===== config.mk =====
export PLATFORM = sky130hd
export DESIGN_NAME = nmi_rr_arb_flat
export DESIGN_NICKNAME = d
export VERILOG_FILES = /design/src/rtl/nmi_rr_arb_if.sv /design/src/rtl/nmi_rr_arb.sv /design/src/flat_wrapper.sv
export SDC_FILE = /design/constraint.sdc
export NUM_CORES = 1
export LEC_CHECK = 0
export ABC_AREA = 1
export BUFFER_PORTS_ARGS = -buffer_cell sky130_fd_sc_hd__buf_2
export CORE_AREA = 2 2 122 124
export CTS_CLUSTER_SIZE = 8
export DETAILED_ROUTE_END_ITERATION = 10
export DIE_AREA = 0 0 124 126
export SYNTH_ARGS = -nofsm -noshare
export SYNTH_HDL_FRONTEND = slang
export SYNTH_SLANG_ARGS = --single-unit

===== constraint.sdc =====
create_clock -name clk_i -period 2.3 [get_ports clk_i]
set_input_delay 0.575 -clock clk_i [delete_from_list [all_inputs] [get_ports clk_i]]
set_output_delay 0.575 -clock clk_i [all_outputs]
set_load 0.05 [all_outputs]

===== src/rtl/nmi_rr_arb_if.sv =====
// Native memory interface (NMI) bundle shared by the arbiter and its slave.
// The master side drives the request fields. The slave answers with ready/rdata.
interface nmi_if;
    logic        valid;
    logic [31:0] addr;
    logic [31:0] wdata;
    logic [3:0]  wstrb;
    logic        ready;
    logic [31:0] rdata;

    modport master (
        output valid,
        output addr,
        output wdata,
        output wstrb,
        input  ready,
        input  rdata
    );

    modport slave (
        input  valid,
        input  addr,
        input  wdata,
        input  wstrb,
        output ready,
        output rdata
    );
endinterface


===== src/rtl/nmi_rr_arb.sv =====
// Round-robin arbiter sharing one NMI slave port between NUM_MSTR requesters.
// A granted request is latched into holding registers and presented downstream
// until the slave returns ready. The response is then steered back to the
// granted master only, and the rotating pointer moves past it.
// Optional watchdog: define NMI_RR_ARB_TIMEOUT_EN. A transaction that is not
// completed within TIMEOUT_CYC busy cycles is then terminated with 32'hDEAD_BEEF.
module nmi_rr_arb #(
    parameter int NUM_MSTR    = 2,
    parameter int TIMEOUT_CYC = 1024
) (
    input  logic                        clk_i,
    input  logic                        rst_n_i,
    input  logic [NUM_MSTR-1:0]         m_valid_i,
    input  logic [NUM_MSTR*32-1:0]      m_addr_i,
    input  logic [NUM_MSTR*32-1:0]      m_wdata_i,
    input  logic [NUM_MSTR*4-1:0]       m_wstrb_i,
    output logic [NUM_MSTR-1:0]         m_ready_o,
    output logic [NUM_MSTR*32-1:0]      m_rdata_o,
    nmi_if.master                       nmi,
    output logic [$clog2(NUM_MSTR)-1:0] grant_o,
    output logic                        busy_o,
    output logic                        tmo_o
);

    localparam int GW = $clog2(NUM_MSTR);

    typedef enum logic {
        IDLE = 1'b0,
        BUSY = 1'b1
    } state_t;

    state_t        state_q;
    state_t        state_d;
    logic [GW-1:0] ptr_q;
    logic [GW-1:0] grant_q;
    logic [GW-1:0] req_idx;
    logic          req_found;
    logic [31:0]   addr_q;
    logic [31:0]   wdata_q;
    logic [3:0]    wstrb_q;
    logic          done;
    logic          expire;
    logic          timeout_hit;

    // Pick the first requester at or after the rotating pointer, wrapping around
    always_comb begin
        req_found = 1'b0;
        req_idx   = '0;
        for (int i = 0; i < NUM_MSTR; i++) begin
            if (!req_found && m_valid_i[(int'(ptr_q) + i) % NUM_MSTR]) begin
                req_found = 1'b1;
                req_idx   = GW'((int'(ptr_q) + i) % NUM_MSTR);
            end
        end
    end

`ifdef NMI_RR_ARB_TIMEOUT_EN
    localparam int CW = $clog2(TIMEOUT_CYC) + 1;

    logic [CW-1:0] tmo_cnt_q;

    // Watchdog counter: held at zero outside BUSY, counts busy cycles without ready
    always_ff @(posedge clk_i or negedge rst_n_i) begin
        if (!rst_n_i) begin
            tmo_cnt_q <= '0;
        end else if (state_q != BUSY) begin
            tmo_cnt_q <= '0;
        end else if (!nmi.ready) begin
            tmo_cnt_q <= tmo_cnt_q + 1'b1;
        end
    end

    assign timeout_hit = (tmo_cnt_q == CW'(TIMEOUT_CYC - 1));
`else
    assign timeout_hit = 1'b0;
`endif

    // State register
    always_ff @(posedge clk_i or negedge rst_n_i) begin
        if (!rst_n_i) begin
            state_q <= IDLE;
        end else begin
            state_q <= state_d;
        end
    end

    // Next state, plus the completion qualifiers (slave ready wins over watchdog)
    always_comb begin
        state_d = state_q;
        done    = 1'b0;
        expire  = 1'b0;
        case (state_q)
            IDLE: begin
                if (req_found) begin
                    state_d = BUSY;
                end
            end
            BUSY: begin
                if (nmi.ready) begin
                    done = 1'b1;
                end else if (timeout_hit) begin
                    expire = 1'b1;
                end
                if (nmi.ready || timeout_hit) begin
                    state_d = IDLE;
                end
            end
            default: state_d = IDLE;
        endcase
    end

    // Latch the winner's request on the IDLE->BUSY edge; advance the pointer on completion
    always_ff @(posedge clk_i or negedge rst_n_i) begin
        if (!rst_n_i) begin
            ptr_q   <= '0;
            grant_q <= '0;
            addr_q  <= '0;
            wdata_q <= '0;
            wstrb_q <= '0;
        end else begin
            if (state_q == IDLE && req_found) begin
                grant_q <= req_idx;
                addr_q  <= m_addr_i[32*req_idx +: 32];
                wdata_q <= m_wdata_i[32*req_idx +: 32];
                wstrb_q <= m_wstrb_i[4*req_idx +: 4];
            end
            if (done || expire) begin
                ptr_q <= (grant_q == GW'(NUM_MSTR - 1)) ? '0 : grant_q + 1'b1;
            end
        end
    end

    // Steer the completion pulse and read data to the granted master only
    always_comb begin
        m_ready_o = '0;
        m_rdata_o = '0;
        if (done || expire) begin
            m_ready_o[grant_q]            = 1'b1;
            m_rdata_o[32*grant_q +: 32]   = done ? nmi.rdata : 32'hDEAD_BEEF;
        end
    end

    assign nmi.valid = (state_q == BUSY);
    assign nmi.addr  = addr_q;
    assign nmi.wdata = wdata_q;
    assign nmi.wstrb = wstrb_q;
    assign busy_o    = (state_q == BUSY);
    assign grant_o   = grant_q;

`ifdef NMI_RR_ARB_TIMEOUT_EN
    assign tmo_o = expire;
`else
    assign tmo_o = 1'b0;
`endif

endmodule


===== src/flat_wrapper.sv =====
// flat-port wrapper written by rule: the top's interface ports become plain ports
module nmi_rr_arb_flat 
#(
    parameter int NUM_MSTR    = 2,
    parameter int TIMEOUT_CYC = 1024
)
  (clk_i, rst_n_i, m_valid_i, m_addr_i, m_wdata_i, m_wstrb_i, m_ready_o, m_rdata_o, grant_o, busy_o, tmo_o, nmi_valid, nmi_addr, nmi_wdata, nmi_wstrb, nmi_ready, nmi_rdata);
  nmi_if nmi_i ();
  input  logic clk_i;
  input  logic rst_n_i;
  input  logic [NUM_MSTR-1:0] m_valid_i;
  input  logic [NUM_MSTR*32-1:0] m_addr_i;
  input  logic [NUM_MSTR*32-1:0] m_wdata_i;
  input  logic [NUM_MSTR*4-1:0] m_wstrb_i;
  output logic [NUM_MSTR-1:0] m_ready_o;
  output logic [NUM_MSTR*32-1:0] m_rdata_o;
  output logic [$clog2(NUM_MSTR)-1:0] grant_o;
  output logic busy_o;
  output logic tmo_o;
  output wire logic [$bits(nmi_i.valid)-1:0] nmi_valid;
  output wire logic [$bits(nmi_i.addr)-1:0] nmi_addr;
  output wire logic [$bits(nmi_i.wdata)-1:0] nmi_wdata;
  output wire logic [$bits(nmi_i.wstrb)-1:0] nmi_wstrb;
  input wire logic [$bits(nmi_i.ready)-1:0] nmi_ready;
  input wire logic [$bits(nmi_i.rdata)-1:0] nmi_rdata;
  assign nmi_valid = nmi_i.valid;
  assign nmi_addr = nmi_i.addr;
  assign nmi_wdata = nmi_i.wdata;
  assign nmi_wstrb = nmi_i.wstrb;
  assign nmi_i.ready = nmi_ready;
  assign nmi_i.rdata = nmi_rdata;
  nmi_rr_arb #(.NUM_MSTR(NUM_MSTR), .TIMEOUT_CYC(TIMEOUT_CYC)) u_core (.clk_i(clk_i), .rst_n_i(rst_n_i), .m_valid_i(m_valid_i), .m_addr_i(m_addr_i), .m_wdata_i(m_wdata_i), .m_wstrb_i(m_wstrb_i), .m_ready_o(m_ready_o), .m_rdata_o(m_rdata_o), .nmi(nmi_i), .grant_o(grant_o), .busy_o(busy_o), .tmo_o(tmo_o));
endmodule

* Word-level counts from Yosys, hierarchy flattened
Index checks and enable logic that the tools add are counted.
** Storage, ports and cells
- Register bits :: 71
- Logic and storage cells :: 45
- Memories kept :: 0
- Output and inout bits :: 138
- Bits in writable memories :: 0
- Bits in latches :: 0
- Bits in read-only memories :: 0
** Operators by class
- Multipliers :: 0
- Reduce and logical (&&, ||, !) cells :: 4
- Order comparisons :: 4
- Equality and inequality tests :: 0
- $add $sub $neg :: 3
- Shift-type cells :: 5
- Div/mod/pow operators :: 0
- Multiplexer cells :: 20
- Bitwise logic cells :: 3
** Operators by type and width (number)
- 64-bit by 7-bit variable part select with 32-bit output :: 2
- 64-bit AND :: 1
- 64-bit two-way mux :: 1
- 32-bit by 34-bit variable shift with 64-bit output, first input constant :: 1
- 32-bit by 34-bit variable part select with 64-bit output :: 1
- 6-bit negation with 34-bit output :: 1
- 32-bit two-way mux :: 1
- 1-bit two-way mux :: 15
- 8-bit by 4-bit variable part select with 4-bit output :: 1
- 1-bit by 2-bit less-than comparator with 1-bit output, second input constant :: 2
- 1-bit logical AND :: 3
- 2-bit by 3-bit less-than comparator with 1-bit output, second input constant :: 1
- 1-bit adder, second input constant :: 2
- 2-bit two-way mux :: 1
- 1-bit one-hot mux with 2 select lines :: 1
- 1-bit AND, first input constant :: 1
- 1-bit demux with 1-bit select :: 1
- 1-bit >= comparator, second input constant :: 1
- 1-bit logical NOT :: 1
- 1-bit inverter :: 1

* Depth between registers and ports, before layout
- Depth in word-level cells :: 9
- Gate-level depth with buffers :: 8

* Worst setup path before layout
No wires, ideal clock.
- Path kind :: register to output
- Start point :: register u_core.state_q, in the netlist u_core.busy_o
- End point :: output m_rdata_o[33]
- Setup slack :: -0.597 ns
- Data arrival time :: 2.322 ns
- Required time :: 1.725 ns
- Stages on the path, launching flop included :: 6
- Buffers on the path :: 1
- Path through :: dfrtp_1 -> nand2_1 -> nor2_2 -> inv_2 -> buf_4 -> nor2_1
** Between the ends
- Word-level cells in the longest chain between the ends :: 5
** RTL lines
- start, declared :: RTL line nmi_rr_arb.sv:32 : state_t state_q;
- start signal, assigned :: RTL line nmi_rr_arb.sv:83 : state_q <= state_d;
- 1-bit two-way mux (*) :: RTL line nmi_rr_arb.sv:92 : case (state_q)
- 32-bit two-way mux :: RTL line nmi_rr_arb.sv:139 : m_rdata_o[32*grant_q +: 32] = done ? nmi.rdata : 32'hDEAD_BEEF;
- 32-bit by 34-bit variable part select with 64-bit output :: RTL line nmi_rr_arb.sv:139
- 64-bit AND (no line)
- 64-bit two-way mux (*) :: RTL line nmi_rr_arb.sv:137 : if (done || expire) begin
- end, declared :: RTL line flat_wrapper.sv:16 : output logic [NUM_MSTR*32-1:0] m_rdata_o;
Mark *: on every way between the ends. The rest lies on a longest branch, timed or not.

* Final worst setup path
- Start point :: register u_core.state_q, in the netlist u_core.busy_o
- End point :: output m_rdata_o[60]
The elaborated chain is that of the path after synthesis.

==> metrics.cfg <==
[logic_synthesis]
yosysMostFrequentCell = nand2_1
synth.top_cells.by_area = dfrtp_1 (40%), nand2_1 (18%), nand3_1 (15%)
average_footprint_of_a_synthesized_cell_sq_um = 6.29
asr_flop_ratio_synth = 1.00
yosysSeqAreaShare = 0.400
yosysUniqueCellTypes = 17
synthesis.yosys.warnings = 0
synth_top_flop_cell = dfrtp_1
synth_edf_count = 0
post_synth_most_frequent_cells = nand2_1 (208), inv_1 (172), nand3_1 (136)
syn_inst = 706
mappedNetlistArea_sq_um = 4440
synth_top_cell_area_share = 0.400
synth_area_leader_cell = dfrtp_1
synthesis.nets = 879
synth.ff_latch_count = 71

[timing]
setup_repair_after_global_routing_missed_its_margin = false
timing.hold.ws_ns = 0.185
achievable-frequency_mhz = 454
period_share = 0.957
finalWorstPathRequiredPeriod_ns = 2.20
setup_tns_ns = 0
slew_hr = 0.659
tightestPinTransition_ns = 0.509
final_max_slew_violation_count = 0
setup-violations-final = 0
final_hold_viol_count = 0
worst_slack_ns = 0.0997
fin_skew_ns = 0.00489

[routing]
drt-pass1-iter-count = 4
detail_route.vias_per_cell = 4.28
drt_first_iter_violations = 170
remaining_drc_errors = 0
detail_route.wl_per_cell_um = 12.7
route.antenna.remaining_nets = 0
wirelength_um = 15000
route.vias.total = 5049

[global_route]
grt-ovfl-total = 0
grt_first_pass_wirelength_um = 23000
gr-max-usage-layer = met2
grt.met1_usage = 0.211
grtUsageMet2 = 0.352
met3_layer_usage_reported_by_global_route = 0.0394
antenna_violations_before_repair = 1
global_route.usage.total = 0.189
grt_max_degree = 69
grt_pass1_vias = 4668

[setup_path]
crit_path_start_kind = flip-flop
buffers_plus_inverters_on_the_worst_setup_path = 2
end_kind = output pin
timing.critical_path.max_delay_family = buffers and inverters
worstPathCellList = nand2_1, nor2_4, inv_4, nor2_2, buf_2
critical_path_peak_fanout = 32
crit_required_ns = 1.73
critPathSlowestCell = dfrtp_2
timing.setup.critical_path_class = flip-flop to output pin
timing.critical_path.slowest_cell_delay_ns = 0.44
critical_path_arrival_ns = 1.63

[hold_path]
worst_hold_path_type = primary input to asynchronous set/reset pin

[cts]
cts_hold_buffers = 0
cts_max_path_buffers = 2
post_cts_resized = 1
path_clk_slew_ns = 0.06
insertion_delay_to_the_later_sink_of_the_worst_skew_pair_ns = 0.32
num_clock_sinks = 71
htree_num_levels = 3
cts_tree = built
cts_post_setup_buffers_inserted = 0
root_buffer = clkbuf_16
cts-buffers-inserted = 9

[die]
io-pin-count = 311
rows = 44
die_area_sq_um = 15600
die_height_um = 126
floorplan.initialDensity = 0.310
die_x_um = 124
floorplan_core_area_sq_um = 14300

[cells_and_area]
register_area_sq_um = 1780
fillCellCount = 1571
final_layout_size_suffix_gt1_frac = 0.406
finish.net_count = 1164
final_cell_area_sq_um = 6660
final-instance-count-excl-fill = 1181
multi_input_comb_area_sq_um = 1920
area_delta_synth_final_pct = 49.9
finalCoreUtilization = 0.465

[job]
maxCapViolCount = 0

[pwr]
leakage_nw = 4.39
vdd.ir_drop.worst_mv = 0.367
p_per_area_nw_per_um2 = 930
total_power_mw = 6.19

[placed_design]
dp_cells = 1164
hpwl_um = 11300
dpl-instance-area_sq_um = 6300
pre_cts_ws_ns = -0.000451
placement.io_buffers = 309
place.gp.congestion = 0.782

[status]
run_status = complete, no violations

## metal layers
metal  vias up  wire length (um)
li1       2632                 -
met1      2228              5910
met2       174              7790
met3        15              1070
met4         0               206
met5         -                 0
## worst register-to-register path: stages (launching register included)
cell	delay, ns
dfrtp_1	0.36
inv_1	0.09
nand2_2	0.08
nand2_2	0.39
buf_12	0.24
nand2_1	0.08
nand3_1	0.08
nand2_1	0.06
## state kept, by name, indices dropped and copies added (netlist names)
register,count
u_core.busy_o,1
u_core.ptr_q,1
u_core.grant_o,1
u_core.nmi.wstrb,4
u_core.nmi.addr,32
u_core.nmi.wdata,32
## final timing paths
check,from,end,slack [ns],cells after the start
max,u_core.busy_o$_DFF_PN0_,m_rdata_o[60],0.1,5
min,rst_n_i,u_core.nmi.wdata[21]$_DFFE_PN0P_,0.18,1
max reg2reg,u_core.ptr_q$_DFFE_PN0P_,u_core.nmi.wdata[30]$_DFFE_PN0P_,0.79,7
min reg2reg,u_core.nmi.addr[3]$_DFFE_PN0P_,u_core.nmi.addr[3]$_DFFE_PN0P_,0.47,2
max in group asynchronous,rst_n_i,u_core.nmi.wdata[3]$_DFFE_PN0P_,1.54,2
min in group clk_i,u_core.nmi.addr[3]$_DFFE_PN0P_,u_core.nmi.addr[3]$_DFFE_PN0P_,0.47,2
## report_power, final
| group | switching (mW) | internal (mW) | total, mW |
|---|---|---|---|
| Clock | 0.507 | 1.07 | 1.58 |
| Combinational | 2.21 | 0.677 | 2.89 |
| Sequential | 0.165 | 1.56 | 1.72 |
| Total | 2.89 | 3.30 | 6.19 |
## final cells by class
| class | instances | area share |
|---|---|---|
| multi-input combinational | 416 | 0.288 |
| sequential | 71 | 0.267 |
| timing repair buffer | 318 | 0.259 |
| inverter | 175 | 0.0990 |
| clock buffer | 14 | 0.0427 |
| tap | 184 | 0.0346 |
| clock inverter | 2 | 0.00902 |
| antenna | 1 | 0.000376 |
## layout by cell type, fill, tap and decap left out
cell,Yosys,routed
clkbuf_8,0,4
clkbuf_16,0,9
nor2_2,1,61
nand2_2,1,3
nand2_1,208,206
conb_1,1,1
buf_12,0,8
inv_2,3,2
a21oi_1,1,1
dfrtp_1,71,70
bufinv_16,0,2
nor2_4,2,3
o21ai_0,2,2
buf_2,24,306
diode_2,0,1
nor2_1,64,3
buf_4,9,1
nand3_1,136,136
clkbuf_1,5,1
dfrtp_2,0,1
buf_6,3,1
clkbuf_4,0,2
inv_1,172,172
inv_4,0,1
## logic make-up (layout without fill, tap and decap cells)
logic type,count (synthesis),count (layout),share of synthesized area
buffers and inverters,219,509,0.205
other,1,2,0.000844
flip-flops,71,71,0.400
AO/OA/AOI/OAI,3,3,0.00338
AND/OR/NAND/NOR,412,412,0.391
(Power assumes the default switching activity.)
